<file path="config.mk">
export PLATFORM = sky130hd
export DESIGN_NAME = param_data_path
export DESIGN_NICKNAME = d
export VERILOG_FILES = /design/src/rtl/param_data_path.sv
export SDC_FILE = /design/constraint.sdc
export NUM_CORES = 1
export LEC_CHECK = 0
export CORE_AREA = 2 2 112 114
export CTS_BUF_LIST = sky130_fd_sc_hd__clkbuf_4
export DETAILED_ROUTE_END_ITERATION = 10
export DIE_AREA = 0 0 114 116
export PLACE_DENSITY = 0.83
export SETUP_SLACK_MARGIN = 0.05
export SKIP_CTS_REPAIR_TIMING = 1
export SLEW_MARGIN = 20
export SYNTH_ARGS = -nofsm -noshare
export SYNTH_HDL_FRONTEND = slang
export SYNTH_SLANG_ARGS = --single-unit
</file>
<file path="constraint.sdc">
create_clock -name clk -period 7.15 [get_ports clk]
set_input_delay 2.145 -clock clk [delete_from_list [all_inputs] [get_ports clk]]
set_output_delay 2.145 -clock clk [all_outputs]
set_load 0.02 [all_outputs]
</file>
<file path="src/rtl/param_data_path.sv">
// param_data_path
// Single-cycle style datapath: program counter, 16-bit instruction register,
// small register file, ALU with zero/negative/overflow flags, and memory
// address / store-data generation for an external RAM.
//
// Ports
//   clk               clock, all state updates on the rising edge
//   rst_n             synchronous reset, active HIGH despite the name
//   branch            PC load select: 1 = mem_addr, 0 = PC+1
//   pc_enable         PC update enable
//   ir_enable         IR load enable (loads data_in[15:0])
//   addr_sel          ram_addr select: 1 = mem_addr, 0 = PC
//   c_sel             write-back select: 1 = data_in, 0 = ALU result
//   operation         ALU op code
//   write_reg_enable  register-file write enable (destination = c field)
//   flags_reg_enable  flag register update enable
//   opcode            IR[15:11]
//   zero_op, neg_op, unsigned_overflow, signed_overflow  registered flags
//   ram_addr          memory address
//   data_out          store data (register selected by the a field)
//   data_in           memory read data
module param_data_path #(
  parameter int DATA_W = 16,
  parameter int ADDR_W = 5,
  parameter int REG_AW = 2
) (
  input  logic              clk,
  input  logic              rst_n,
  input  logic              branch,
  input  logic              pc_enable,
  input  logic              ir_enable,
  input  logic              addr_sel,
  input  logic              c_sel,
  input  logic [2:0]        operation,
  input  logic              write_reg_enable,
  input  logic              flags_reg_enable,
  output logic [4:0]        opcode,
  output logic              zero_op,
  output logic              neg_op,
  output logic              unsigned_overflow,
  output logic              signed_overflow,
  output logic [ADDR_W-1:0] ram_addr,
  output logic [DATA_W-1:0] data_out,
  input  logic [DATA_W-1:0] data_in
);

  localparam int NREG = 2 ** REG_AW;

  logic [15:0]        ir_reg;
  logic [ADDR_W-1:0]  pc_reg;
  logic               zero_reg, neg_reg, uov_reg, sov_reg;

  // Instruction fields; only the low REG_AW bits of each 2-bit field are used
  // and the fields are allowed to overlap each other and mem_addr.
  logic [REG_AW-1:0]  c_idx, a_idx, b_idx;
  logic [ADDR_W-1:0]  mem_addr;

  assign c_idx    = ir_reg[9 +: REG_AW];
  assign a_idx    = ir_reg[7 +: REG_AW];
  assign b_idx    = ir_reg[5 +: REG_AW];
  assign mem_addr = ir_reg[ADDR_W-1:0];
  assign opcode   = ir_reg[15:11];

  // ---------------------------------------------------------------- IR / PC
  always_ff @(posedge clk) begin
    if (rst_n) begin
      ir_reg <= '0;
    end else if (ir_enable) begin
      ir_reg <= data_in[15:0];
    end
  end

  always_ff @(posedge clk) begin
    if (rst_n) begin
      pc_reg <= '0;
    end else if (pc_enable) begin
      pc_reg <= branch ? mem_addr : pc_reg + ADDR_W'(1);
    end
  end

  assign ram_addr = addr_sel ? mem_addr : pc_reg;

  // ---------------------------------------------------------- register file
  // Each register lives in its own generate block so the whole file can be
  // cleared on reset. Reads are combinational from the current contents, so
  // a read of the register being written returns the old value.
  logic [DATA_W-1:0] rf [NREG];
  logic [DATA_W-1:0] bus_a, bus_b;
  logic [DATA_W-1:0] alu_res;
  logic [DATA_W-1:0] wb_data;

  assign wb_data = c_sel ? data_in : alu_res;

  for (genvar gi = 0; gi < NREG; gi++) begin : g_reg
    logic [DATA_W-1:0] q_reg;

    always_ff @(posedge clk) begin
      if (rst_n) begin
        q_reg <= '0;
      end else if (write_reg_enable && (c_idx == REG_AW'(gi))) begin
        q_reg <= wb_data;
      end
    end

    assign rf[gi] = q_reg;
  end

  assign bus_a    = rf[a_idx];
  assign bus_b    = rf[b_idx];
  assign data_out = bus_a;

  // -------------------------------------------------------------------- ALU
  // One extra bit on the adders captures carry out; for subtraction a set
  // carry means "no borrow", so unsigned overflow is its inverse.
  logic [DATA_W:0] sum_ext, diff_ext;
  logic            uov_next, sov_next;

  assign sum_ext  = {1'b0, bus_a} + {1'b0, bus_b};
  assign diff_ext = {1'b0, bus_a} + {1'b0, ~bus_b} + (DATA_W+1)'(1);

  always_comb begin
    alu_res  = '0;
    uov_next = 1'b0;
    sov_next = 1'b0;
    case (operation)
      3'b000: begin
        alu_res  = sum_ext[DATA_W-1:0];
        uov_next = sum_ext[DATA_W];
        sov_next = (bus_a[DATA_W-1] == bus_b[DATA_W-1]) &&
                   (sum_ext[DATA_W-1] != bus_a[DATA_W-1]);
      end
      3'b001: begin
        alu_res  = diff_ext[DATA_W-1:0];
        uov_next = ~diff_ext[DATA_W];
        sov_next = (bus_a[DATA_W-1] != bus_b[DATA_W-1]) &&
                   (diff_ext[DATA_W-1] != bus_a[DATA_W-1]);
      end
      3'b010:  alu_res = bus_a & bus_b;
      3'b011:  alu_res = bus_a | bus_b;
      3'b100:  alu_res = bus_a ^ bus_b;
      3'b101:  alu_res = bus_a;
      default: alu_res = '0;
    endcase
  end

  // ------------------------------------------------------------------ flags
  always_ff @(posedge clk) begin
    if (rst_n) begin
      zero_reg <= 1'b0;
      neg_reg  <= 1'b0;
      uov_reg  <= 1'b0;
      sov_reg  <= 1'b0;
    end else if (flags_reg_enable) begin
      zero_reg <= (alu_res == '0);
      neg_reg  <= alu_res[DATA_W-1];
      uov_reg  <= uov_next;
      sov_reg  <= sov_next;
    end
  end

  assign zero_op           = zero_reg;
  assign neg_op            = neg_reg;
  assign unsigned_overflow = uov_reg;
  assign signed_overflow   = sov_reg;

endmodule
</file>
Word-level counts from Yosys, hierarchy flattened:

Cells that the tools add are included.

* $lt $le $gt $ge: 2
* $add $sub $neg: 4
* shifts and indexed selects: 0
* bitwise operators: 7
* multiply operators: 0
* muxes and demuxes: 12
* equality and inequality tests: 12
* div/mod/pow operators: 0
* reduce and logical (&&, ||, !) cells: 9

Operators with widths (count)
* $pmux W16 S6: 1
* $mux W16: 5
* $bmux W16 S2: 2
* $add A16 B16 Y17: 2
* $add A17 B1 Y17 const B: 1
* $and A16 B16 Y16: 1
* $logic_not A16 Y1: 1
* $not A16 Y16: 1
* $or A16 B16 Y16: 1
* $xor A16 B16 Y16: 1
* $mux W5: 2
* $eq A3 B2 Y1 const B: 2
* $eq A3 B3 Y1 const B: 2
* $ge A3 B3 Y1 const B: 2
* $logic_and A1 B1 Y1: 6
* $not A2 Y3: 2
* $add A5 B1 Y5 const B: 1
* $eq A2 B2 Y1 const B: 2
* $pmux W1 S2: 2
* $eq A3 B1 Y1 const B: 1
* $logic_not A3 Y1: 1
* $ne A1 B1 Y1: 3
* $eq A2 B1 Y1 const B: 1
* $logic_not A2 Y1: 1
* other kinds (2): 2

* memory bits (writable): 0
* logic and storage cells: 56
* latch bits: 0
* input bits: 28
* ROM bits: 0
* register bits after elaboration: 89
* memories kept: 0

Depth between registers and ports, before layout:

* depth after elaboration: 10
* depth in mapped cells: 15

Worst setup path before layout:

No wires, ideal clock.

* path kind: input-to-output
* from: in addr_sel
* to: out ram_addr[0]
* path slack: 2.495 ns
* buffers on the path: 0
* arrival: 2.510 ns
* stages: 1
* data required time: 5.005 ns
* cells stage by stage: mux2_2

* cells in the longest elaborated chain, start to end: 1

Ends and longest elaborated chain
* start, declared: RTL line 32 `input logic addr_sel,`
* $mux W5: RTL line 81 `assign ram_addr = addr_sel ? mem_addr : pc_reg;`
* end, declared: RTL line 42 `output logic [ADDR_W-1:0] ram_addr,`

Every way passes these cells.

Worst setup path after layout:

* from: in addr_sel
* to: out ram_addr[3]

Same word-level chain as after synthesis.

==> impl_metrics.ini <==
[run_status]
status = completed

[sta]
min_period_over_period_pct = 80.6
worst_pin_slew_ns = 0.984
fin_setup_tns_ns = 0
period_needed_ns = 5.76
hold_viol = 0
setup_violations = 0
rsz0062_at_grt = false
slew_violations = 0
fmax_mhz = 174
slew_headroom_pct = 34.3
finClkSkew_ns = 0.0121

[clocking]
cts_made_buffers = 9
clock_tree.root_cell = clkbuf_4
htreeDepth = 3
clkLatencyLatePin_ns = 0.44
clock_path_buffers = 2
path_clk_slew_ns = 0.12
cts_sinks = 89
cts_tree = yes

[min_path]
hp-class = register to register

[final_layout]
drive_gt1_share_pct = 8.47
diodes = 0
area_growth_syn_to_layout_pct = 9.05
nets = 968
layout_common_cells = nand2_1 (106), nor2_1 (90), dfxtp_1 (88), a21oi_1 (81), clkdlybuf4s50_1 (56)
final_area_mm2 = 0.00774
largest_register_ffs = 64
final_common_cell = nand2_1

[logic_synthesis]
synthMuxAreaShare_pct = 16.6
synth_cells = 872
synth-xor-area-share_pct = 0.617
synth_compound_area_share_pct = 22.2
netlist.area_leader.share_pct = 25.1
synth_nets = 956
synthAdderAreaFrac_pct = 10.1
syn_area_mm2 = 0.00710
async_flop_share_pct = 0
synth_edf_count = 0
synth_top_family_by_area = compound AO/OA/AOI/OAI gates
synth_cell_types = 71
synth_area_per_cell_um2 = 8.14
synth_seq_cells = 89
ys_seq_area_share_pct = 25.1
synthFlopType = dfxtp_1
synth_area_leaders = dfxtp_1 (25%), mux4_2 (9.8%), ha_1 (9.5%)
synth_largest_area_cell = dfxtp_1
synth-simple-area-share_pct = 18.9
synth_warnings = 0

[floorplanning]
std_cell_rows = 40
io_pins = 58
dieArea_mm2 = 0.0132
die_x_um = 114
die_h_um = 116
start_util_pct = 59.6
core_area_mm2 = 0.0119

[grt]
overflow = 0
grt_pass1_wl_mm = 30.6
met3_usage_pct = 4.81
grt_pass1_vias = 6012
grt_max_degree = 98
busiest_layer = met2
use_met1_pct = 40.9
track_usage_pct = 29.2
antenna_found_initial = 0
grt_use_met2_pct = 45.0

[route]
ant_nets = 0
viasPerCell = 6.46
drc = 0
totalWireLength_mm = 19.3
vias = 6676
drt_iter0_drc = 548
wl_per_cell_um = 18.6
firstDrtPassIters = 5

[setup_path]
cp.arrival_ns = 3.62
path_class = input pin to output pin
startpoint_type = input pin
crit_top_cell = clkdlybuf4s50_1
crit_chain = clkdlybuf4s50_1 > mux2_2 > clkdlybuf4s50_1
cp_data_required_time_ns = 5.01
cp_slowest_stage_delay_ns = 0.57
cp_max_fo = 5
end_kind = output pin
crit_slowest_cell = clkdlybuf4s50_1

[power]
irDropWorstVdd_uv = 130
p_leak_nw = 2.91
powerDensity_mw_per_mm2 = 163

[placed_design]
dp_hpwl_mm = 13.8
routabilityCongestion = 0.959
numPortBuffers = 57
placed_area_mm2 = 0.00762

[flow_run]
cap_violations = 0
[synthesized netlist by cell type, types with 4 or more instances]
cell        n
nand2_1   106
nor2_1     90
dfxtp_1    89
a21oi_1    81
ha_1       54
inv_1      49
o21ai_0    46
clkbuf_1   42
mux4_2     31
mux2i_1    30
o31ai_1    18
nand3_1    17
nand3b_1   16
nor3_1     16
a211oi_1   15
mux2_2     11
nand2b_1   11
buf_2      10
nor2b_1     7
o22ai_1     7
a22oi_1     6
a21o_1      5
and3_1      5
buf_4       5
o211ai_1    5
xnor2_1     5
a22o_1      4
a31oi_1     4
and2_1      4
o21bai_1    4
or4_1       4
[path summary, 6_finish.rpt]
check	to	cells past startpoint	startpoint	slack [ns]
worst max-delay path	ram_addr[3]	3	addr_sel	1.39
worst min-delay path	g_reg[2].q_reg[7]$_SDFFE_PP0P_	2	g_reg[2].q_reg[7]$_SDFFE_PP0P_	0.48
worst max register to register	g_reg[3].q_reg[13]$_SDFFE_PP0P_	12	ir_reg[8]$_SDFFE_PP0P_	2.41
worst min register to register	g_reg[2].q_reg[7]$_SDFFE_PP0P_	2	g_reg[2].q_reg[7]$_SDFFE_PP0P_	0.48
[final cells by class]
type / count / area [µm²]
Clock buffer: 12 / 90.1
Timing Repair Buffer: 63 / 611
Sequential cell: 89 / 1780
Multi-Input combinational cell: 671 / 4850
Inverter: 50 / 188
Fill cell: 1017 / 4170
Tap cell: 147 / 184
Clock inverter: 1 / 30.0
[through the flow]
step | power, W | utilization, % | cells | setup WS, ns | hold WS [ns]
after detailed placement | 0.000995 | 63.9 | 1020 | 1.38 | 0.457
after global routing | 0.00133 | 65.0 | 1033 | 1.32 | 0.496
after floorplan | 0.000868 | - | 872 | 2.50 | 0.438
after CTS | 0.00126 | 64.9 | 1033 | 1.38 | 0.475
after global placement | 0.000990 | 63.9 | 1020 | 1.39 | 0.448
final | 0.00126 | 65.0 | 1033 | 1.39 | 0.476
[worst max-delay path: cells and delay by family]
kind / cells / cell delay (ns)
buffers and inverters: 2 / 1.11
multiplexers: 1 / 0.36
[where the power goes]
part           total (W)  switching [W]  internal [W]
combinational   0.000459       0.000276      0.000183
clock           0.000266       0.000153      0.000113
sequential      0.000540      0.0000231      0.000516
total            0.00126       0.000452      0.000813
[metal layers]
metal | part of all wire [%] | routed length, µm
met5 | 0 | 0
met4 | 2.9 | 556
met3 | 9.1 | 1750
met2 | 45 | 8610
met1 | 43 | 8340
[logic make-up after synthesis]
kind of cell,after synthesis
xor+xnor,5
mux,74
compound gates,243
fa+ha+maj,56
simple gates,293
flops,89
buf+inv,112
No activity file was read; power rests on OpenSTA's default activity.
